File: src/rtl/counter_seq_checker_seg7.sv
// rtl/counter_seq_checker_seg7.sv - hex digit to 7-segment decoder (module seg7_decode)
// Ports: value[3:0] in  - nibble to display
//        segments[6:0] out - active-high segments, bit 6 = a ... bit 0 = g
module seg7_decode (
  input  logic [3:0] value,
  output logic [6:0] segments
);

  always_comb begin
    segments = 7'b0000000;
    case (value)
      4'h0: segments = 7'b1111110;
      4'h1: segments = 7'b0110000;
      4'h2: segments = 7'b1101101;
      4'h3: segments = 7'b1111001;
      4'h4: segments = 7'b0110011;
      4'h5: segments = 7'b1011011;
      4'h6: segments = 7'b1011111;
      4'h7: segments = 7'b1110000;
      4'h8: segments = 7'b1111111;
      4'h9: segments = 7'b1111011;
      4'hA: segments = 7'b1110111;
      4'hB: segments = 7'b0011111;
      4'hC: segments = 7'b1001110;
      4'hD: segments = 7'b0111101;
      4'hE: segments = 7'b1001111;
      4'hF: segments = 7'b1000111;
      default: segments = 7'b0000000;
    endcase
  end

endmodule

File: config.mk
export PLATFORM = sky130hd
export DESIGN_NAME = seg7_decode
export DESIGN_NICKNAME = d
export VERILOG_FILES = /design/src/rtl/counter_seq_checker_seg7.sv
export SDC_FILE = /design/constraint.sdc
export NUM_CORES = 1
export LEC_CHECK = 0
export ABC_AREA = 1
export BUFFER_PORTS_ARGS = -buffer_cell sky130_fd_sc_hd__buf_2
export CAP_MARGIN = 20
export CORE_AREA = 10 10 47 49
export DETAILED_ROUTE_END_ITERATION = 7
export DIE_AREA = 0 0 57 59
export PLACE_DENSITY = 0.36
export SYNTH_ARGS = -nofsm -noshare
export SYNTH_HDL_FRONTEND = slang
export SYNTH_SLANG_ARGS = --single-unit
File: constraint.sdc
create_clock -name vclk -period 0.9
set_input_delay 0.09 -clock vclk [all_inputs]
set_output_delay 0.09 -clock vclk [all_outputs]
set_load 0.05 [all_outputs]
==> key figures, run 1 <==
Route
  – First-pass iteration count of the detailed router: 2
  – Final antenna-violating net count: 0
  – DR vias/cell: between 4 and 5
  – WL final: approximately 800 um
  – DRT iter0 DRCs: 4
  – Routed vias: ~360
  – Residual DRC: 0
  – Avg WL per Cell: between 9 and 10 um

Floorplanning
  – Initial core utilization: approximately 19%
  – Die X: about 57 um
  – Die area: roughly 3400 sq um
  – Core box area: between 1000 and 1500 sq um
  – Row count: 14
  – Die Ht: between 50 and 60 um
  – I/O pin cnt: 11

Yosys
  – Post-Syn Area: 270 sq um
  – Yosys top cell area share: 38.9%
  – Distinct cells, synth: 9
  – Compound-gate portion of the synthesized area: under 10%
  – Syn Area/Cell: roughly 5.2 sq um
  – Ranking of synthesized cells by area: nand2_1, ha_1, inv_1
  – Largest family of logic cells by synthesized area: simple AND/OR/NAND/NOR gates
  – Synth Area in Simple Gates: about half
  – Syn Inst Count: 52
  – Yosys top cell by area: nand2_1
  – Seq/Total Area, Yosys: 0%
  – Syn Nets: 63
  – Synth Area in Adders: roughly 32%
  – Mux contribution to synthesized area: 0%
  – Post-synthesis xor/xnor area fraction: 0%
  – Synth warnings: 0

Timing
  – Max-slew violations: 0
  – Max_slew headroom: approximately 90%
  – Worst-Margin Slew: around 160 ps
  – Final Hold Viols: 0
  – Post-layout worst setup margin: -52.4 ps
  – Fin crit share: 106%
  – Final setup vio count: 6
  – Max Clk Rate: between 1000 and 1500 MHz
  – Min cycle time layout: approximately 950 ps
  – Unrepaired setup endpoints after global routing: true

Power
  – Worst VDD drop: slightly below 200 uV
  – Tot Pwr: slightly above 400 uW
  – Power Dens Cells: around 660 nW/um^2
  – Leak Pwr: 0.304 nW

Outcome
  – Status: complete, but fails checks
  – Failing checks: setup timing

Global routing
  – Vias in the first global route: approximately 350
  – Largest net degree at the start of global routing: 9
  – GRT overflow: 0
  – Global-route wire length before repair: ~1.4 mm
  – Initial antenna violation count: 0
  – Tot GR Track Use: 4.70%

Final layout
  – Seq cells: 0
  – Non-Filler Instances: 86
  – Area growth syn-to-layout: 127%
  – Final design utilization: 43.8%
  – Layout net count: 83
  – Final instance area: between 600 and 700 sq um
  – # clk buffers: 0
  – Diode count: 0
  – Share of post-route cells with drive strength above 1: 60.0%
  – Register area: 0 sq um

Placement
  – Port bufs: 11
  – RD Place Congestion: 0.726
  – Post-DP Area: between 400 and 500 sq um
  – Cells after DPL: 86
  – Sum of net half-perimeters after detailed placement: between 600 and 700 um

Worst setup path
  – Crit end category: output pin
  – Crit start category: primary input
  – Kind of critical path: in2out
  – Crit path required time: between 800 and 900 ps
  – Worst Setup SP: value[0]
  – CP Max Fanout: 4
  – CP arrival: ~860 ps

Flow run
  – MaxCap Viol Count: 0

Worst hold path
  – HP Class: in2out
  – HP Start: value[2]
final timing paths:
kind,endpoint,slack (ps),cells after the start
worst max-delay path,segments[3],-50,8
worst min-delay path,segments[5],680,5
timing repair:
action	CTS	global route
hold buffers	0	0
resized for setup	52	6
endpoints found under the setup margin	7	7
buffers inserted	0	0
pin swaps	5	5
per-stage QoR:
stage               worst slack, ps  TNS (ps)  hold slack (ps)
detailed placement             -293     -1520              728
floorplan                     -8.56     -8.56              459
CTS                           -64.9      -252              687
global placement               -305     -1610              735
global route                   -114      -515              712
finish                        -52.4      -145              682
layout by cell type, fill, tap and decap left out:
cell and count:
buf_12 2, buf_2 1, buf_4 5, buf_6 5, buf_8 5, clkbuf_4 1
ha_1 1, ha_2 1, ha_4 5, inv_1 2, inv_2 4, inv_8 2
nand2_1 20, nand2_2 9, nand3_1 3, nand3_2 1, nor2_1 1, o21ai_0 1
o21ai_2 1
worst max-delay path: stages:
cell and delay (ps):
buf_12 100, inv_8 40, ha_4 250, nand2_2 50, o21ai_2 50, nand2_1 70
nand2_2 80, buf_8 140
per-layer routing:
metal  track usage [%]  vias up  part of all wire [%]
li1                  -      190                     -
met1              5.68      161                    46
met2              9.15        7                    51
met3             0.429        0                   3.3
met4                 0        0                     0
met5                 0        -                     0
kinds of logic after synthesis:
logic type	Yosys count
and+or+nand+nor	34
buffers and inverters	9
AOI/OAI and AO/OA	2
adders and majority gates	7
cell type report:
| cell class | instances | area [sq um] |
|---|---|---|
| Inverter | 8 | 45.0 |
| Fill cell | 152 | 788 |
| Timing Repair Buffer | 19 | 221 |
| Multi-Input combinational cell | 43 | 327 |
| Tap cell | 16 | 20.0 |
synth_stat cells, drive strengths merged:
cell,count
nor2,1
buf,1
nand2,29
ha,7
nand3,4
o21ai,2
inv,8
power by group:
part           leakage, nW  switching (mW)  internal [mW]
logic                0.304           0.229          0.173
registers                0               0              0
clock network            0               0              0
total                0.304           0.229          0.173
Power figures use the tool's default switching activity.
==> run 2, diff against run 1 <==
==> constraint.sdc (replaced) <==
create_clock -name vclk -period 1.1
set_input_delay 0.11 -clock vclk [all_inputs]
set_output_delay 0.11 -clock vclk [all_outputs]
set_load 0.05 [all_outputs]
==> run 2 against run 1 <==
Effect of this change:
- the run now ends clean
- wire length decreased by 9.4%
- sequential cell count did not move
- cell area down 28%
- worst setup slack improved by 120 ps
- critical path depth up 1
- hold slack got worse by 20 ps
- critical path type unchanged
==> key figures, run 2 (synthesis results as in run 1) <==
Outcome
  – Status: completed

Worst setup path
  – Top cell by count, worst path: nand2_1
  – Buf/Inv on CP: 4
  – CP arrival: ~920 ps
  – Crit path required time: between 900 and 1000 ps
  – Crit end category: output pin
  – Slowest-stage cell, CP: ha_2
  – Crit start category: primary input
  – CP max stage delay: between 150 and 200 ps
  – Top delay family on crit path: buffers and inverters
  – Kind of critical path: in2out
  – Critical-path cell list: buf_6 -> buf_4 -> ha_2 -> inv_2 -> nand2_2 -> nand2_1 -> nand2_1 -> nand2_1 -> buf_6
  – CP Max Fanout: 4

Route
  – Avg WL per Cell: between 8 and 9 um
  – Final antenna-violating net count: 0
  – DRT iter0 DRCs: 1
  – Routed vias: 335
  – Residual DRC: 0
  – WL final: around 700 um
  – First-pass iteration count of the detailed router: 2
  – DR vias/cell: roughly 4

Placement
  – Setup WS pre-CTS: -101 ps
  – Post-DP Area: around 380 sq um
  – Port bufs: 11
  – Cells after DPL: 84
  – RD Place Congestion: between 0.6 and 0.7
  – Sum of net half-perimeters after detailed placement: roughly 630 um

Timing
  – Post-layout worst setup margin: about 65 ps
  – Max Clk Rate: a little under 1000 MHz
  – Max_slew headroom: between 80 and 90%
  – Final setup vio count: 0
  – Min cycle time layout: about 1000 ps
  – Final Hold Viols: 0
  – Max-slew violations: 0
  – Fin crit share: 94.1%
  – Worst-Margin Slew: about 160 ps
  – Unrepaired setup endpoints after global routing: false

Flow run
  – MaxCap Viol Count: 0

Floorplanning
  – Row count: 14
  – Core box area: 1400 sq um
  – Initial core utilization: about a fifth
  – I/O pin cnt: 11
  – Die area: roughly 3400 sq um
  – Die X: approximately 57 um
  – Die Ht: between 50 and 60 um

Global routing
  – Global-route wire length before repair: about 1.2 mm
  – Tot GR Track Use: under 10%
  – Largest net degree at the start of global routing: 9
  – Initial antenna violation count: 0
  – GRT overflow: 0
  – Vias in the first global route: about 300

Final layout
  – Layout net count: 81
  – Area growth syn-to-layout: 62.5%
  – Final design utilization: 31.3%
  – Share of post-route cells with drive strength above 1: a little under two fifths
  – Fill cells: 186
  – Final instance area: between 400 and 500 sq um
  – Most common cell after layout, fill and taps aside: nand2_1
  – Seq cells: 0
  – Diode count: 0
  – Register area: 0 sq um
  – # clk buffers: 0
  – Non-Filler Instances: 84
  – Most frequent cells in the layout: nand2_1, buf_4, ha_1, buf_6

Power
  – Leak Pwr: 0.263 nW
  – Power Dens Cells: between 500 and 600 nW/um^2
  – Worst VDD drop: around 130 uV

CTS
  – Postcts setup bufs: 0

Worst hold path
  – HP Class: in2out
==> run 2: final cells by class <==
class	count	area, sq um	share of cell area, %
Tap cell	16	20.0	4.56
Multi-Input combinational cell	43	243	55.3
Timing Repair Buffer	17	141	32.2
Inverter	8	35.0	7.98
==> run 2: worst paths after layout <==
path	from	to	slack (ps)	cells after the start
hold / removal	value[3]	segments[4]	660	4
setup / recovery	value[1]	segments[3]	70	9
==> run 2: metrics by stage <==
step / power [mW] / hold WS [ps] / TNS [ps]
floorplan: 0.152 / 576 / 0
global placement: 0.217 / 678 / -436
global route: 0.269 / 684 / 0
CTS: 0.238 / 662 / 0
detailed placement: 0.215 / 679 / -368
finish: 0.247 / 662 / 0
==> run 2: metal layers <==
| layer | GRT usage, % | part of all wire, % | vias up |
|---|---|---|---|
| li1 | - | - | 186 |
| met3 | 0 | 0.28 | 0 |
| met4 | 0 | 0 | 0 |
| met5 | 0 | 0 | - |
| met2 | 8.84 | 56 | 4 |
| met1 | 4.23 | 44 | 145 |
==> run 2: report_power, final <==
| part | internal [mW] | switching [mW] |
|---|---|---|
| logic | 0.0886 | 0.159 |
| clock network | 0 | 0 |
| registers | 0 | 0 |
==> run 2: tightest hold or removal path, stage by stage <==
cell and delay, ps:
buf_2 140, nand2_1 70, nand2_1 50, buf_4 180
==> run 2: what timing repair did <==
item	CTS	global route
resized for setup	12	12
endpoints found under the setup margin	7	7
hold buffers	0	0
pin swaps	0	3
==> run 3, diff against run 2 <==
--- a/config.mk
+++ b/config.mk
@@ -11,7 +11,9 @@
 export CORE_AREA = 10 10 47 49
 export DETAILED_ROUTE_END_ITERATION = 7
 export DIE_AREA = 0 0 57 59
+export GPL_ROUTABILITY_DRIVEN = 1
 export PLACE_DENSITY = 0.36
+export RECOVER_POWER = 100
 export SYNTH_ARGS = -nofsm -noshare
 export SYNTH_HDL_FRONTEND = slang
 export SYNTH_SLANG_ARGS = --single-unit
==> run 3 against run 2 <==
Effect of this change:
- cell area is the same
- wire length shrank 0.14%
- core utilization is the same
- maximum frequency is the same
- critical path type unchanged
- largest cell class unchanged
- highest routed layer unchanged
==> key figures, run 3 (synthesis results as in run 1) <==
Timing
  – Worst-Margin Slew: approximately 160 ps
  – Post-layout worst setup margin: roughly 65 ps
  – Max_slew headroom: about nine tenths
  – Max Clk Rate: a little under 1000 MHz
  – Max-slew violations: 0
  – Final setup vio count: 0
  – Unrepaired setup endpoints after global routing: false
  – Final Hold Viols: 0
  – Fin crit share: between 90% and 100%
  – Min cycle time layout: 1030 ps

Power
  – Worst VDD drop: between 100 and 150 uV
  – Leak Pwr: roughly 0.26 nW
  – Tot Pwr: ~250 uW
  – Power Dens Cells: around 560 nW/um^2

Flow run
  – MaxCap Viol Count: 0

Route
  – DRT iter0 DRCs: 1
  – Residual DRC: 0
  – Avg WL per Cell: 8.48 um
  – First-pass iteration count of the detailed router: 2
  – Final antenna-violating net count: 0
  – Routed vias: approximately 340
  – WL final: between 700 and 800 um
  – DR vias/cell: around 4

Final layout
  – Fill cells: approximately 190
  – Seq cells: 0
  – Register area: 0 sq um
  – Area growth syn-to-layout: 62.5%
  – Diode count: 0
  – Share of post-route cells with drive strength above 1: between 30% and 40%
  – Layout net count: around 80
  – Multi-input logic area: 243 sq um
  – # clk buffers: 0
  – Most common cell after layout, fill and taps aside: nand2_1
  – Most frequent cells in the layout: nand2_1, buf_4, ha_1, buf_6
  – Final instance area: 439 sq um

Worst setup path
  – Worst Setup SP: value[1]
  – Slowest-stage cell, CP: ha_2
  – Crit path to: segments[3]
  – Top cell by count, worst path: nand2_1
  – CP arrival: 920 ps
  – Crit path required time: between 900 and 1000 ps
  – CP Max Fanout: 4
  – Buf/Inv on CP: 4
  – CP Depth: 9
  – Top delay family on crit path: buffers and inverters
  – Crit start category: primary input
  – Critical-path cell list: buf_6 -> buf_4 -> ha_2 -> inv_2 -> nand2_2 -> nand2_1 -> nand2_1 -> nand2_1 -> buf_6
  – Crit end category: output pin
  – CP max stage delay: between 150 and 200 ps
  – Kind of critical path: in2out

Placement
  – Port bufs: 11
  – Setup WS pre-CTS: -101 ps
  – Post-DP Area: 383 sq um
  – RD Place Congestion: around 0.65
  – Sum of net half-perimeters after detailed placement: between 600 and 700 um

Outcome
  – Status: completed

Floorplanning
  – Die Ht: 59 um
  – Row count: 14
  – Core box area: between 1000 and 1500 sq um
  – Die area: 3360 sq um
  – I/O pin cnt: 11
  – Die X: ~57 um
  – Initial core utilization: 19.3%

Global routing
  – Largest net degree at the start of global routing: 9
  – Tot GR Track Use: under 10%
  – Initial antenna violation count: 0
  – Global-route wire length before repair: between 1 and 1.5 mm
  – Vias in the first global route: between 300 and 400
  – GRT overflow: 0

Worst hold path
  – HP Class: in2out
  – HP Start: value[3]
-- run 3: stage by stage --
| step | setup TNS [ps] | util, % | hold slack (ps) | instances |
|---|---|---|---|---|
| 2_1_floorplan | 0 | - | 576 | 52 |
| 3_3_place_gp | -436 | 27.3 | 678 | 84 |
| 3_5_place_dp | -368 | 27.3 | 679 | 84 |
| 4_1_cts | 0 | 29.3 | 662 | 84 |
| 5_1_grt | 0 | 31.3 | 684 | 84 |
| 6_report | 0 | 31.3 | 662 | 84 |
-- run 3: worst min-delay path by stage --
| stage | depth (start not counted) | to | slack, ps |
|---|---|---|---|
| 4_1_cts | 4 | segments[4] | 660 |
| 6_report | 4 | segments[4] | 660 |
| 5_1_grt | 4 | segments[4] | 680 |
| 3_5_place_dp | 4 | segments[4] | 680 |
| 2_1_floorplan | 5 | segments[2] | 580 |
| 3_3_place_gp | 4 | segments[4] | 680 |
-- run 3: repair_timing --
item                       4_1_cts  5_1_grt
setup buffers                    0        0
gates resized for setup         12       12
hold buffers                     0        0
pin swaps                        0        3
cloned                           0        0
setup endpoints to repair        7        7
-- run 3: final cells by class --
cell class	instances	share of cell area (%)
well taps	16	4.56
inverters	8	7.98
multi-input cells	43	55.3
repair buffers	17	32.2
-- run 3: tightest hold or removal path, cell delays in order --
cell,delay (ps)
buf_2,140
nand2_1,70
nand2_1,50
buf_4,180
-- run 3: per-layer routing --
metal	vias to the layer above	routed length [um]	track usage, %
li1	186	-	-
met4	0	0	0
met2	4	395	8.84
met1	145	314	4.23
met5	-	0	0
met3	0	2	0
-- run 3: report_power, final --
| part | total [mW] | switching (mW) | leakage [nW] | internal [mW] |
|---|---|---|---|---|
| logic | 0.247 | 0.159 | 0.263 | 0.0882 |
| registers | 0 | 0 | 0 | 0 |
| clock network | 0 | 0 | 0 | 0 |
